==> src/rtl/sar_adc_ctrl.sv <==
// sar_adc_ctrl: successive-approximation controller for the on-chip SAR ADC.
//
// Sequences the track/hold phase, drives the capacitor-DAC trial code and
// resolves one result bit per step from the synchronized comparator output.
// Supports single-shot and continuous conversion.
//
// Handshake: start is a level sampled only in IDLE; there is no ready.
// A start seen while busy is dropped, not queued. data_valid is a
// one-cycle pulse, coincident with the data_out update; there is no
// back-pressure.
//
// Ports:
//   clk, rst_n   clock, asynchronous active-low reset
//   start        begin a conversion (IDLE only)
//   cont         re-arm automatically after each result
//   abort        cancel the conversion in progress (wins over start)
//   comp_in      raw comparator output, asynchronous to clk
//   sample       track switch enable (1 = tracking Vin)
//   dac_code     trial code to the capacitor DAC
//   busy         1 in every state except IDLE
//   data_out     last completed result
//   data_valid   one-cycle pulse when data_out updates
//   state_dbg    current FSM state encoding, for observation only
module sar_adc_ctrl #(
    parameter int   WIDTH         = 8,
    parameter int   SAMPLE_CYCLES = 4,
    parameter int   SETTLE_CYCLES = 3,
    parameter logic COMP_POL      = 1'b1
) (
    input  logic             clk,
    input  logic             rst_n,
    input  logic             start,
    input  logic             cont,
    input  logic             abort,
    input  logic             comp_in,
    output logic             sample,
    output logic [WIDTH-1:0] dac_code,
    output logic             busy,
    output logic [WIDTH-1:0] data_out,
    output logic             data_valid,
    output logic [2:0]       state_dbg
);

    typedef enum logic [2:0] {
        ST_IDLE   = 3'd0,
        ST_SAMPLE = 3'd1,
        ST_SETTLE = 3'd2,
        ST_DECIDE = 3'd3,
        ST_DONE   = 3'd4
    } state_t;

    localparam int MAX_CYC = (SAMPLE_CYCLES > SETTLE_CYCLES) ? SAMPLE_CYCLES : SETTLE_CYCLES;
    localparam int CNT_W   = $clog2(MAX_CYC + 1);
    localparam int IDX_W   = $clog2(WIDTH);

    localparam logic [CNT_W-1:0] SAMPLE_LAST = CNT_W'(SAMPLE_CYCLES - 1);
    localparam logic [CNT_W-1:0] SETTLE_LAST = CNT_W'(SETTLE_CYCLES - 1);
    localparam logic [IDX_W-1:0] IDX_MSB     = IDX_W'(WIDTH - 1);

    state_t             state_q, state_d;
    logic [CNT_W-1:0]   cnt_q, cnt_d;
    logic [IDX_W-1:0]   idx_q, idx_d;
    logic               sync1_q, sync1_d;
    logic               comp_s_q, comp_s_d;
    logic               sample_q, sample_d;
    logic [WIDTH-1:0]   dac_q, dac_d;
    logic               busy_q, busy_d;
    logic [WIDTH-1:0]   dout_q, dout_d;
    logic               dv_q, dv_d;

    logic [WIDTH-1:0]   bit_mask;
    logic [WIDTH-1:0]   decided;

    always_comb begin
        state_d  = state_q;
        cnt_d    = cnt_q;
        idx_d    = idx_q;
        sync1_d  = comp_in;
        comp_s_d = sync1_q;
        sample_d = sample_q;
        dac_d    = dac_q;
        dout_d   = dout_q;
        dv_d     = 1'b0;

        // dac_q already carries the trial bit, so deciding only ever
        // needs to clear it when the comparator says Vin < Vdac.
        bit_mask = WIDTH'(1) << idx_q;
        decided  = (comp_s_q == COMP_POL) ? dac_q : (dac_q & ~bit_mask);

        case (state_q)
            ST_IDLE: begin
                if (start && !abort) begin
                    state_d  = ST_SAMPLE;
                    cnt_d    = '0;
                    sample_d = 1'b1;
                    dac_d    = '0;
                end
            end
            ST_SAMPLE: begin
                if (cnt_q == SAMPLE_LAST) begin
                    state_d  = ST_SETTLE;
                    cnt_d    = '0;
                    sample_d = 1'b0;
                    idx_d    = IDX_MSB;
                    dac_d    = {1'b1, {(WIDTH-1){1'b0}}};
                end else begin
                    cnt_d = cnt_q + CNT_W'(1);
                end
            end
            ST_SETTLE: begin
                if (cnt_q == SETTLE_LAST) begin
                    state_d = ST_DECIDE;
                    cnt_d   = '0;
                end else begin
                    cnt_d = cnt_q + CNT_W'(1);
                end
            end
            ST_DECIDE: begin
                if (idx_q != '0) begin
                    state_d = ST_SETTLE;
                    idx_d   = idx_q - IDX_W'(1);
                    dac_d   = decided | (bit_mask >> 1);
                end else begin
                    state_d = ST_DONE;
                    dac_d   = decided;
                    dout_d  = decided;
                    dv_d    = 1'b1;
                end
            end
            ST_DONE: begin
                if (cont) begin
                    state_d  = ST_SAMPLE;
                    cnt_d    = '0;
                    sample_d = 1'b1;
                    dac_d    = '0;
                end else begin
                    state_d = ST_IDLE;
                end
            end
            default: begin
                state_d  = ST_IDLE;
                sample_d = 1'b0;
                dac_d    = '0;
            end
        endcase

        // Abort overrides whatever the state wanted, including a result
        // that would have been produced on this very edge.
        if (abort && (state_q != ST_IDLE)) begin
            state_d  = ST_IDLE;
            cnt_d    = '0;
            sample_d = 1'b0;
            dac_d    = '0;
            dout_d   = dout_q;
            dv_d     = 1'b0;
        end

        busy_d = (state_d != ST_IDLE);
    end

    always_ff @(posedge clk or negedge rst_n) begin
        if (!rst_n) begin
            state_q  <= ST_IDLE;
            cnt_q    <= '0;
            idx_q    <= '0;
            sync1_q  <= 1'b0;
            comp_s_q <= 1'b0;
            sample_q <= 1'b0;
            dac_q    <= '0;
            busy_q   <= 1'b0;
            dout_q   <= '0;
            dv_q     <= 1'b0;
        end else begin
            state_q  <= state_d;
            cnt_q    <= cnt_d;
            idx_q    <= idx_d;
            sync1_q  <= sync1_d;
            comp_s_q <= comp_s_d;
            sample_q <= sample_d;
            dac_q    <= dac_d;
            busy_q   <= busy_d;
            dout_q   <= dout_d;
            dv_q     <= dv_d;
        end
    end

    assign sample     = sample_q;
    assign dac_code   = dac_q;
    assign busy       = busy_q;
    assign data_out   = dout_q;
    assign data_valid = dv_q;
    assign state_dbg  = state_q;

endmodule

==> config.mk <==
export PLATFORM = sky130hd
export DESIGN_NAME = sar_adc_ctrl
export DESIGN_NICKNAME = d
export VERILOG_FILES = /design/src/rtl/sar_adc_ctrl.sv
export SDC_FILE = /design/constraint.sdc
export NUM_CORES = 1
export LEC_CHECK = 0
export BUFFER_PORTS_ARGS = -buffer_cell sky130_fd_sc_hd__buf_4
export CAP_MARGIN = 40
export CORE_ASPECT_RATIO = 0.75
export CORE_MARGIN = 2
export CORE_UTILIZATION = 55
export DETAILED_ROUTE_END_ITERATION = 10
export MAX_ROUTING_LAYER = met4
export PLACE_DENSITY = 0.82
export SYNTH_ARGS = -nofsm -noshare
export SYNTH_HDL_FRONTEND = slang
export SYNTH_SLANG_ARGS = --single-unit
==> constraint.sdc <==
create_clock -name clk -period 2.2 [get_ports clk]
set_input_delay 0.44 -clock clk [delete_from_list [all_inputs] [get_ports clk]]
set_output_delay 0.44 -clock clk [all_outputs]
set_load 0.005 [all_outputs]
==> metrics list, run 1 <==
- After floorplanning, the core was divided into 17 placement rows.
- TritonCTS built the clock tree.
* Cell Area, Synth: roughly 1600 um^2
- Period Utilization, post-route: between 70% and 80%
- Final TNS setup: 0 ps
- Maximum count of clock buffers along a single path: 2
* Critical Path Start Type: flip-flop
- Layout-stage area growth over the synthesis result: 18.0%
- Maximum number of pins on one net before global-route repair: 31
* Yosys Warn Count: 0
- Initial cell density of the core: around 56%
- Clock-pin slew was measured on the worst setup and hold paths at roughly 60 ps.
* Worst slew margin relative to its limit: slightly below 70%
- Cell depth of the worst flop-to-flop path: 4
* Port bufs: 27
- The routed design could run at a clock period as short as about 1700 ps.
- Post-synth top cells: dfrtp_1 (30), nand2_1 (29), inv_1 (18)
- Detailed placement ended at an HPWL of 2.44 mm.
- Peak supply drop: about 0.5 mV
* Final setup violation count: 0
- After detailed routing, the average wire length per cell comes to roughly 13 um.
- Post-Synthesis Mean Instance Area: between 8 and 9 um^2
- Synthesis produced ~180 cells.
- Net count of the finished layout: approximately 230
- The tree built by TritonCTS fans out to 30 sinks.
- Clock Skews: 6.38 ps
- Global-route usage over all layers: 22.5%
- Dividing total power by cell area gives a power density of roughly 700 nW/um^2.
- The detail route stage leaves a number of antenna-violating nets equal to 0.
- Ordered list of cells on the worst path: nor2_1 -> a21oi_1 -> o211ai_1 -> o32ai_1
- Outcome: finished clean
- The number of nets handed over by synthesis was a little under 200.
- Cell at the root of the clock tree: clkbuf_8
- The die is between 50 and 60 um tall.
- On the worst path, the slowest cell contributes a delay of between 500 and 600 ps.
* Worst reg2reg startpoint: state_dbg[1]$_DFF_PN0_
- Setup CP Type: flip-flop to flip-flop
* Non-filler instance count after layout: approximately 250
* Ant. Diodes: 0
- The tool flagged a number of max-cap violations equal to 0.
- Iteration-0 DRC Markers: 60
- Number of slew-limit violations in the final report: 0
* Number of filler instances in the final layout: 220
* Placed cell count: 241
- At the pin with the least slew margin, the transition time is approximately 480 ps.
- DR vias: ~1400
* DR pass1 iterations: 4
- The setup check on the worst reg-to-reg path leaves a slack of slightly below 500 ps.
- Number of CTS-inserted buffers: 5
- Number of antenna violations at the first check in global routing: 0
- Vias per cell: between 5 and 6
- Overall die area: 3400 um^2
- Unique cell type count in the Yosys netlist: 36
- Layout cells sized above 1: a little under a fifth
- Clock latency on the worst-skew pair, taken at its later pin, is around 280 ps.
- PnR worst setup slack: between 400 and 500 ps
- After synthesis, flip-flops and latches occupy a little under half of the total area.
- Total detailed-routing wirelength: between 3 and 4 mm
- Cell family contributing the most delay on the critical path: compound AO/OA/AOI/OAI gates
* Post-cts repair resize count: 0
- For this design the top-level I/O count stands at 28.
- The floorplan step defined a core boundary enclosing ~2900 um^2.
* Dominant synthesized flop cell: dfrtp_1
- By area the synthesized netlist is led by dfrtp_1 (46%), ha_1 (6.9%), nand2_1 (6.7%).
- Area share of the largest cell type after synthesis: 46.3%
- RSZ-0062 raised after global routing: no
- For the worst setup path, the data arrival time is 1850 ps.
* Number of flops mapped to enable cells by yosys: 0
- Post-CTS setup buffers: 0
* Final estimated routing congestion in global placement: a little under 0.9
- The number of global-route vias before repair came to 1200.
- CP Buf/Inv Count: 0
- First-pass GRT wire length: 5.49 mm
- The largest total area in the synthesized netlist belongs to dfrtp_1.
- Share of flip-flops with an asynchronous set or reset: 100%
- Deepest level of the CTS H-tree: 2
- Hold repair after CTS inserted 0 buffers.
- Prior to clock tree synthesis, the placed netlist has a worst setup slack of about 520 ps.
- For this run, design rule violations remaining after detail routing come to 0.
- Most numerous cell in the Yosys netlist: dfrtp_1
- Total congestion overflow: 0
* Highest clock frequency the design can meet: just under 600 MHz
- After synthesis the netlist holds a flip-flop and latch count of 30.
- Static leakage power: roughly 0.91 nW
- The worst register-to-register path ends at cnt_q[2]$_DFFE_PN0P_.
- The tightest min-delay check is of the primary input to asynchronous set/reset pin type.
- STA puts the critical path data required time at roughly 2300 ps.
- Chip Width: between 60 and 70 um
- Capturing element type of the critical path: flip-flop
- Maximum fanout encountered on the critical timing path: 18
- For this design, the slowest cell found on the critical path is dfrtp_1.
* Hold Violations, Final: 0
==> state kept, by name, indices dropped and copies added (netlist names) <==
name	count
busy	1
cnt_q	3
data_out	8
data_valid	1
state_dbg	3
comp_s_d	1
sample	1
dac_code	8
comp_s_q	1
idx_q	3
==> where the power goes <==
part           switching [W]  internal [W]  total (W)
clock               0.000187      0.000211   0.000399
combinational       0.000173      0.000120   0.000293
sequential         0.0000422      0.000586   0.000628
==> cell usage in the layout, fill, tap and decap left out, types with 2 or more instances in the layout <==
cell and n:
a22oi_1 6, nand3_1 9, clkbuf_8 5, o21ai_1 2, nor2_1 10, dfrtp_1 30, nor2b_1 6, buf_4 28
a21oi_1 10, o21ai_0 11, inv_1 18, o22ai_1 8, clkinv_2 2, a22o_1 2, nand2_1 29, ha_1 9
nand2b_1 7
==> routing by layer <==
layer	routed length, um	global-route usage, %	vias up
li1	-	-	673
met1	1570	29.9	642
met2	1500	32.3	43
met3	196	6.39	8
met4	46	9.52	0
met5	0	-	-
==> final cells by class <==
| cell class | instances | area (um^2) | share of cell area [%] |
|---|---|---|---|
| Clock buffer | 5 | 68.8 | 3.60 |
| Clock inverter | 2 | 10.0 | 0.524 |
| Inverter | 19 | 71.3 | 3.73 |
| Multi-Input combinational cell | 126 | 753 | 39.4 |
| Sequential cell | 30 | 751 | 39.3 |
| Tap cell | 38 | 47.5 | 2.49 |
| Timing Repair Buffer | 28 | 210 | 11.0 |
==> how the worst max path moves through the flow <==
stage / depth (start not counted) / to / startpoint
floorplan: 7 / data_out[4]$_DFFE_PN0P_ / idx_q[0]$_DFFE_PN0P_
global placement: 7 / data_out[5]$_DFFE_PN0P_ / idx_q[0]$_DFFE_PN0P_
detailed placement: 4 / cnt_q[2]$_DFFE_PN0P_ / state_dbg[1]$_DFF_PN0_
CTS: 7 / data_out[5]$_DFFE_PN0P_ / idx_q[0]$_DFFE_PN0P_
global route: 4 / cnt_q[2]$_DFFE_PN0P_ / state_dbg[1]$_DFF_PN0_
finish: 4 / cnt_q[2]$_DFFE_PN0P_ / state_dbg[1]$_DFF_PN0_
==> metrics by stage <==
step	cell area (um^2)	hold slack [ps]	total power (W)	util, %
after CTS	1910	88.3	0.00133	66.6
after global placement	1830	333	0.000913	63.8
after detailed placement	1830	336	0.000929	63.8
final	1910	77.8	0.00132	66.6
after floorplan	1620	144	0.000842	-
after global routing	1910	94.6	0.00141	66.6
==> logic make-up (layout without fill, tap and decap cells) <==
family                     count (synthesis)  in the layout  synth area share [%]
AOI/OAI and AO/OA                         50             50                  19.9
buffers and inverters                     26             54                  7.18
DFF                                       30             30                  46.3
adders and majority gates                  9              9                  6.95
and+or+nand+nor                           67             67                  19.6
No activity file was read; power rests on OpenSTA's default activity.
==> run 2, diff against run 1 <==
clock period = 1.7 ns   (was 2.2 ns; I/O delays follow)
==> metrics list, run 2 (synthesis gave the netlist of run 1 again) <==
- Layout-stage area growth over the synthesis result: 25.9% (was 18.0%)
- Ant. Diodes: 0 (unchanged)
* CP endpoint: data_out[3]$_DFFE_PN0P_ (was cnt_q[2]$_DFFE_PN0P_)
* Number of CTS-inserted buffers: 5 (unchanged)
- The number of iterations in the first detailed-routing pass came to 4 (unchanged).
- The master of the slowest instance on the critical path is dfrtp_1 (unchanged).
- The area of the core region was 2870 um^2 (unchanged).
- Maximum fanout encountered on the critical timing path: 13 (was 18)
* Final TNS setup: 0 ps (unchanged)
- The data arrival time at the worst-slack endpoint is 1800 ps (was 1850 ps).
* Number of filler instances in the final layout: 211 (was 220)
- The worst-case hold slack is 164 ps (was 77.8 ps).
- Most frequent standard cell in the layout excluding fill and tap cells: buf_4 (was dfrtp_1)
- Crit-path max cell delay: 430 ps (was 550 ps)
- The logic depth of the worst path, buffers included is 7 (was 4).
* Fin area: 2040 um^2 (was 1910 um^2)
* HPWL after DPL: 2.70 mm (was 2.44 mm)
* DR vias: 1445 (was 1366)
* PnR worst setup slack: 118 ps (was 485 ps)
- Via count of the first global-routing pass: 1369 (was 1200)
* Total placed instance area: 1860 um^2 (was 1830 um^2)
- Ordered list of cells on the worst path: inv_1 -> ha_4 -> nand2b_2 -> or2_4 -> inv_2 -> nand3_1 -> nand2_1 (was nor2_1 -> a21oi_1 -> o211ai_1 -> o32ai_1)
- Static leakage power: 0.963 nW (was 0.906 nW)
- The count of cells along the worst register-to-register path is 7 (was 4).
- Capturing element type of the critical path: flip-flop (unchanged)
- The final routed wirelength across all metal layers was 3.71 mm (was 3.31 mm).
* Initial cell density of the core: 56.4% (unchanged)
* Cell at the root of the clock tree: clkbuf_8 (unchanged)
* Worst slew margin relative to its limit: 68.8% (was 68.0%)
* Port bufs: 27 (unchanged)
- Final estimated routing congestion in global placement: 0.864 (was 0.880)
- The capture point of the worst reg-to-reg path is data_out[3]$_DFFE_PN0P_ (was cnt_q[2]$_DFFE_PN0P_).
- Overall die area: 3400 um^2 (unchanged)
- The worst voltage drop across the vdd grid was 1.10 mV (was 0.502 mV).
* Global-route usage over all layers: 25.5% (was 22.5%)
- CP Buf/Inv Count: 2 (was 0)
- Commonest non-fill, non-tap cells in the layout: buf_4 (33), dfrtp_1 (30), nand2_1 (29) (was dfrtp_1 (30), nand2_1 (29), buf_4 (28))
- Clock-pin slew of the registers on the worst-case setup and hold paths: 60 ps (about the same)
- The classification of the worst-slack hold path is primary input to flip-flop (was primary input to asynchronous set/reset pin).
- Period Utilization, post-route: 93.1% (was 78.0%)
* Crit path time final: 1580 ps (was 1720 ps)
* Clock Skews: 4.94 ps (was 6.38 ps)
- Hold Violations, Final: 0 (unchanged)
* Maximum count of clock buffers along a single path: 2 (unchanged)
- Pin slew with the least headroom to its limit: 467 ps (was 480 ps)
- I/O pins: 28 (unchanged)
- The family of cells with the greatest summed delay on the critical path is simple AND/OR/NAND/NOR gates (was compound AO/OA/AOI/OAI gates).
- Total DRC errors in the routed layout: 0 (unchanged)
- The highest achievable clock rate was 632 MHz (was 583 MHz).
- Setup CP Type: flip-flop to flip-flop (unchanged)
* PnR Total Power: 0.00217 W (was 0.00132 W)
* Vias per cell: 5.67 (was 5.51)
- Outcome: finished clean (unchanged).
- First-pass GRT wire length: 6.18 mm (was 5.49 mm)
- Layout cells sized above 1: 22.6% (was 18.6%)
- Iteration-0 DRC Markers: 114 (was 60)
- The H-tree level count came to 2 (unchanged).
* Chip Width: 66.7 um (unchanged)
- Number of antenna violations at the first check in global routing: 0 (unchanged)
- The number of maximum-capacitance violations was 0 (unchanged).
- Clock tree from TritonCTS: yes (unchanged)
- The clock insertion delay at the later pin of the skew report was 280 ps (about the same).
- The residual antenna-violating net count after detailed routing came to 0 (unchanged).
- The overflow left after global routing came to 0 (unchanged).
- Power density over the cells: 1060 nW/um^2 (was 690 nW/um^2)
- Site row count: 17 (unchanged)
- The required arrival time at the worst endpoint was 1920 ps (was 2330 ps).
* Crit. Startpoint: idx_q[1]$_DFFE_PN0P_ (was state_dbg[1]$_DFF_PN0_)
- The launch point of the worst reg-to-reg path is idx_q[1]$_DFFE_PN0P_ (was state_dbg[1]$_DFF_PN0_).
* Die Ht: 51.0 um (unchanged)
- Final setup violation count: 0 (unchanged)
- The startpoint kind of the worst setup timing path is a flip-flop (unchanged).
* CTS Sinks: 30 (unchanged)
- The net total in the final layout came to 231 (was 225).
- RSZ-0062 raised after global routing: no (unchanged)
- The number of pins with negative max-slew slack in the final report was 0 (unchanged).
- Worst setup slack before clock tree synthesis: 21.1 ps (was 517 ps)
- Maximum number of pins on one net before global-route repair: 31 (unchanged)
- Routed wire per std cell: 14.5 um (was 13.4 um)
* Worst-case register-to-register setup slack: 120 ps (was 480 ps)
## run 2: changes by cell type in the layout (fill, tap and decap cells not counted), sizes merged
cell	change
clkinv	-2
dlygate4sd3	+1
buf	+5
clkbuf	+1
bufinv	+2
## run 2: power breakdown
part           switching (W)  internal, W
Clock               0.000267     0.000625
Sequential         0.0000589     0.000757
Combinational       0.000262     0.000203
## run 2: worst min path at each step
stage	to	slack (ps)	cells after the start	startpoint
6_report	comp_s_d$_DFF_PN0_	160	1	comp_in
5_1_grt	comp_s_d$_DFF_PN0_	160	1	comp_in
4_1_cts	comp_s_d$_DFF_PN0_	160	1	comp_in
3_5_place_dp	data_out[6]$_DFFE_PN0P_	290	1	rst_n
3_3_place_gp	data_out[6]$_DFFE_PN0P_	280	1	rst_n
2_1_floorplan	busy$_DFF_PN0_	40	0	rst_n
## run 2: repair_timing
item,in CTS,in global routing
gates resized for setup,1,6
endpoints found under the hold margin,30,0
pin swaps,1,1
hold buffers,1,0
setup buffers,0,1
setup endpoints to repair,4,12
## run 2: stage by stage
stage,util (%),cells
floorplan,-,182
global placement,64.9,245
detailed placement,64.9,245
CTS,70.3,254
global route,71.1,255
finish,71.1,255
## run 2: worst reg2reg max path, cell delays in order (launching register included)
cell and delay [ps]:
dfrtp_1 430, inv_1 170, ha_4 190, nand2b_2 120, or2_4 320, inv_2 110, nand3_1 100, nand2_1 90
## run 2: cell type report
class / count / area (um^2) / share of cell area (%)
Sequential cell: 30 / 751 / 36.8
Clock buffer: 6 / 82.6 / 4.05
Inverter: 19 / 71.3 / 3.49
Clock inverter: 2 / 60.1 / 2.94
Tap cell: 38 / 47.5 / 2.33
Multi-Input combinational cell: 126 / 771 / 37.8
Timing Repair Buffer: 34 / 258 / 12.6
## run 2: layer usage
layer,share of wire (%),up-vias,global-route usage (%)
met5,0,-,-
met4,2.1,0,11.2
met3,5.7,11,6.39
met2,47,56,39.2
met1,45,691,32.3
li1,-,687,-
==> run 3, diff against run 2 <==
SETUP_SLACK_MARGIN = 0.2   (was default)
==> metrics list, run 3 (synthesis gave the netlist of run 1 again) <==
- The total die area is 3400 um^2 (unchanged).
- The classification of the worst-slack hold path is primary input to flip-flop (unchanged).
- The highest achievable clock rate is 679 MHz (was 632 MHz).
* Maximum fanout encountered on the critical timing path: 7 (was 13)
- The CTS tree was yes (unchanged).
- The setup TNS is 0 ps (unchanged).
- The switching portion of total power came to 27.4% (was 27.1%).
- The hold path startpoint is comp_in (unchanged).
- The number of I/O pins came to 28 (unchanged).
- CTS Sinks: 30 (unchanged)
* Worst slew margin relative to its limit: 72.3% (was 68.8%)
* Required @ worst endpoint: 1900 ps (was 1920 ps)
* Hold Violations, Final: 0 (unchanged)
* Via count of the first global-routing pass: 1351 (was 1369)
- The routed via count was 1480 (was 1445).
- Deepest level of the CTS H-tree: 2 (unchanged)
- The sum of buffers and inverters on the critical path was 1 (was 2).
- The clock insertion delay at the later pin of the skew report came to 290 ps (was 280 ps).
- The area growth from synthesis to layout was 28.6% (was 25.9%).
* Capturing element type of the critical path: flip-flop (unchanged)
- Ordered list of cells on the worst path: ha_2 -> ha_4 -> o21ai_1 -> a22oi_2 -> buf_4 -> o22ai_1 (was inv_1 -> ha_4 -> nand2b_2 -> or2_4 -> inv_2 -> nand3_1 -> nand2_1)
- The most common library cell in the layout ignoring fill and taps is buf_4 (unchanged).
- The startpoint kind of the worst setup timing path is a flip-flop (unchanged).
- The final routed DRC violation total was 0 (unchanged).
- Setup CP Type: flip-flop to flip-flop (unchanged)
- Port bufs: 27 (unchanged)
* Arrival time of the worst setup path: 1670 ps (was 1800 ps)
- Layout cells sized above 1: 27.5% (was 22.6%)
- Ant. Diodes: 0 (unchanged)
- The final instance area came to 2080 um^2 (was 2040 um^2).
* Commonest non-fill, non-tap cells in the layout: buf_4 (33), nand2_1 (29), dfrtp_1 (25) (was buf_4 (33), dfrtp_1 (30), nand2_1 (29))
- Number of slew-limit violations in the final report: 0 (unchanged)
- Outcome: finished clean (unchanged)
- Internal power summed over all cells: 0.00159 W (was 0.00158 W)
- The sequential power share was 37.4% (was 37.6%).
- Peak supply drop: 1.10 mV (about the same)
* Clock Skews: 5.36 ps (was 4.94 ps)
- Crit path time final: 1470 ps (was 1580 ps)
- Detail Route Antenna Nets: 0 (unchanged)
* HPWL after DPL: 2.70 mm (unchanged)
- The area of the core region came to 2870 um^2 (unchanged).
- The overall die height is 51.0 um (unchanged).
- Crit-path max cell delay: 400 ps (was 430 ps)
- RSZ-0062 raised after global routing: yes (was no)
* Clock power frac: 40.7% (was 41.0%)
- Total detailed-routing wirelength: 3.84 mm (was 3.71 mm)
* Global-route usage over all layers: 25.9% (was 25.5%)
- The slew at the pin closest to its max-slew limit was 413 ps (was 467 ps).
- The routed length per instance came to 15.0 um (was 14.5 um).
* Maximum number of pins on one net before global-route repair: 31 (unchanged)
- The detail-routed via count per cell is 5.78 (was 5.67).
- The number of maximum-capacitance violations came to 0 (unchanged).
- Clock-pin slew of the registers on the worst-case setup and hold paths: 60 ps (about the same)
* Maximum count of clock buffers along a single path: 2 (unchanged)
* Total placed instance area: 1860 um^2 (unchanged)
- Power density over the cells: 1050 nW/um^2 (was 1060 nW/um^2)
- Chip Width: 66.7 um (unchanged)
- Site row count: 17 (unchanged)
* Net count of the finished layout: 232 (was 231)
- The cell leakage power came to 0.968 nW (was 0.963 nW).
* Number of CTS-inserted buffers: 5 (unchanged)
- The CTS root buffer is clkbuf_8 (unchanged).
- Switch Pwr: 0.000601 W (was 0.000588 W)
* DR pass1 iterations: 4 (unchanged)
- The number of antenna violations at the first check in global routing is 0 (unchanged).
- The effective utilization at floorplan was 56.4% (unchanged).
- Crit. Startpoint: cnt_q[1]$_DFFE_PN0P_ (was idx_q[1]$_DFFE_PN0P_)
- The count of final setup violators was 0 (unchanged).
* Comb power frac: 21.9% (was 21.4%)
- The post-route fraction of the period consumed by the critical path was 86.6% (was 93.1%).
- The launch point of the worst reg-to-reg path is cnt_q[1]$_DFFE_PN0P_ (was idx_q[1]$_DFFE_PN0P_).
- Total congestion overflow: 0 (unchanged)
- The master of the slowest instance on the critical path is dfrtp_1 (unchanged).
- First-pass GRT wire length: 6.27 mm (was 6.18 mm)
* Iteration-0 DRC Markers: 118 (was 114)
* Final estimated routing congestion in global placement: 0.864 (unchanged)
* Cell family contributing the most delay on the critical path: compound AO/OA/AOI/OAI gates (was simple AND/OR/NAND/NOR gates)
run 3: timing repair:
action / CTS / global route
hold buffers: 1 / 0
pin swaps: 1 / 1
buffers inserted: 0 / 1
endpoints found under the hold margin: 30 / 0
gates resized for setup: 9 / 11
gates cloned: 0 / 1
endpoints found under the setup margin: 19 / 20
run 3: worst paths after layout:
path / depth (start not counted) / to / slack [ps]
setup reg to reg: 6 / dac_code[6]$_DFFE_PN0P_ / 230
setup / recovery: 6 / dac_code[6]$_DFFE_PN0P_ / 230
hold / removal: 1 / comp_s_d$_DFF_PN0_ / 160
max in group asynchronous: 2 / idx_q[0]$_DFFE_PN0P_ / 890
hold reg to reg: 0 / comp_s_q$_DFF_PN0_ / 350
min in group asynchronous: 2 / dac_code[5]$_DFFE_PN0P_ / 510
run 3: power groups by stage:
stage | Combinational (W) | Sequential [W] | Clock [W]
after floorplan | 0.000281 | 0.000808 | 0
final | 0.000481 | 0.000821 | 0.000893
after global routing | 0.000534 | 0.000826 | 0.000940
after global placement | 0.000367 | 0.000818 | 0
after detailed placement | 0.000401 | 0.000824 | 0
after CTS | 0.000464 | 0.000818 | 0.000903
run 3: final cells by class:
class | instances | area (um^2)
clock inverter | 2 | 60.1
tap | 38 | 47.5
clock buffer | 6 | 82.6
multi-input combinational | 127 | 806
timing repair buffer | 34 | 258
sequential | 30 | 757
fill | 207 | 787
inverter | 19 | 73.8
run 3: metal layers:
metal | wire length, um | global-route usage [%] | vias to the layer above
met3 | 260 | 6.39 | 9
met2 | 1890 | 40.7 | 70
li1 | - | - | 695
met5 | 0 | - | -
met4 | 57 | 8.84 | 0
met1 | 1640 | 33.1 | 706
run 3: stage by stage:
step	hold slack (ps)	worst slack (ps)	utilization (%)	cells	total power (W)
after CTS	159	191	71.5	254	0.00219
after detailed placement	285	21.1	64.9	245	0.00123
after global placement	283	160	64.9	245	0.00118
final	161	228	72.6	256	0.00220
after global routing	160	158	72.6	256	0.00230
after floorplan	44.4	206	-	182	0.00109
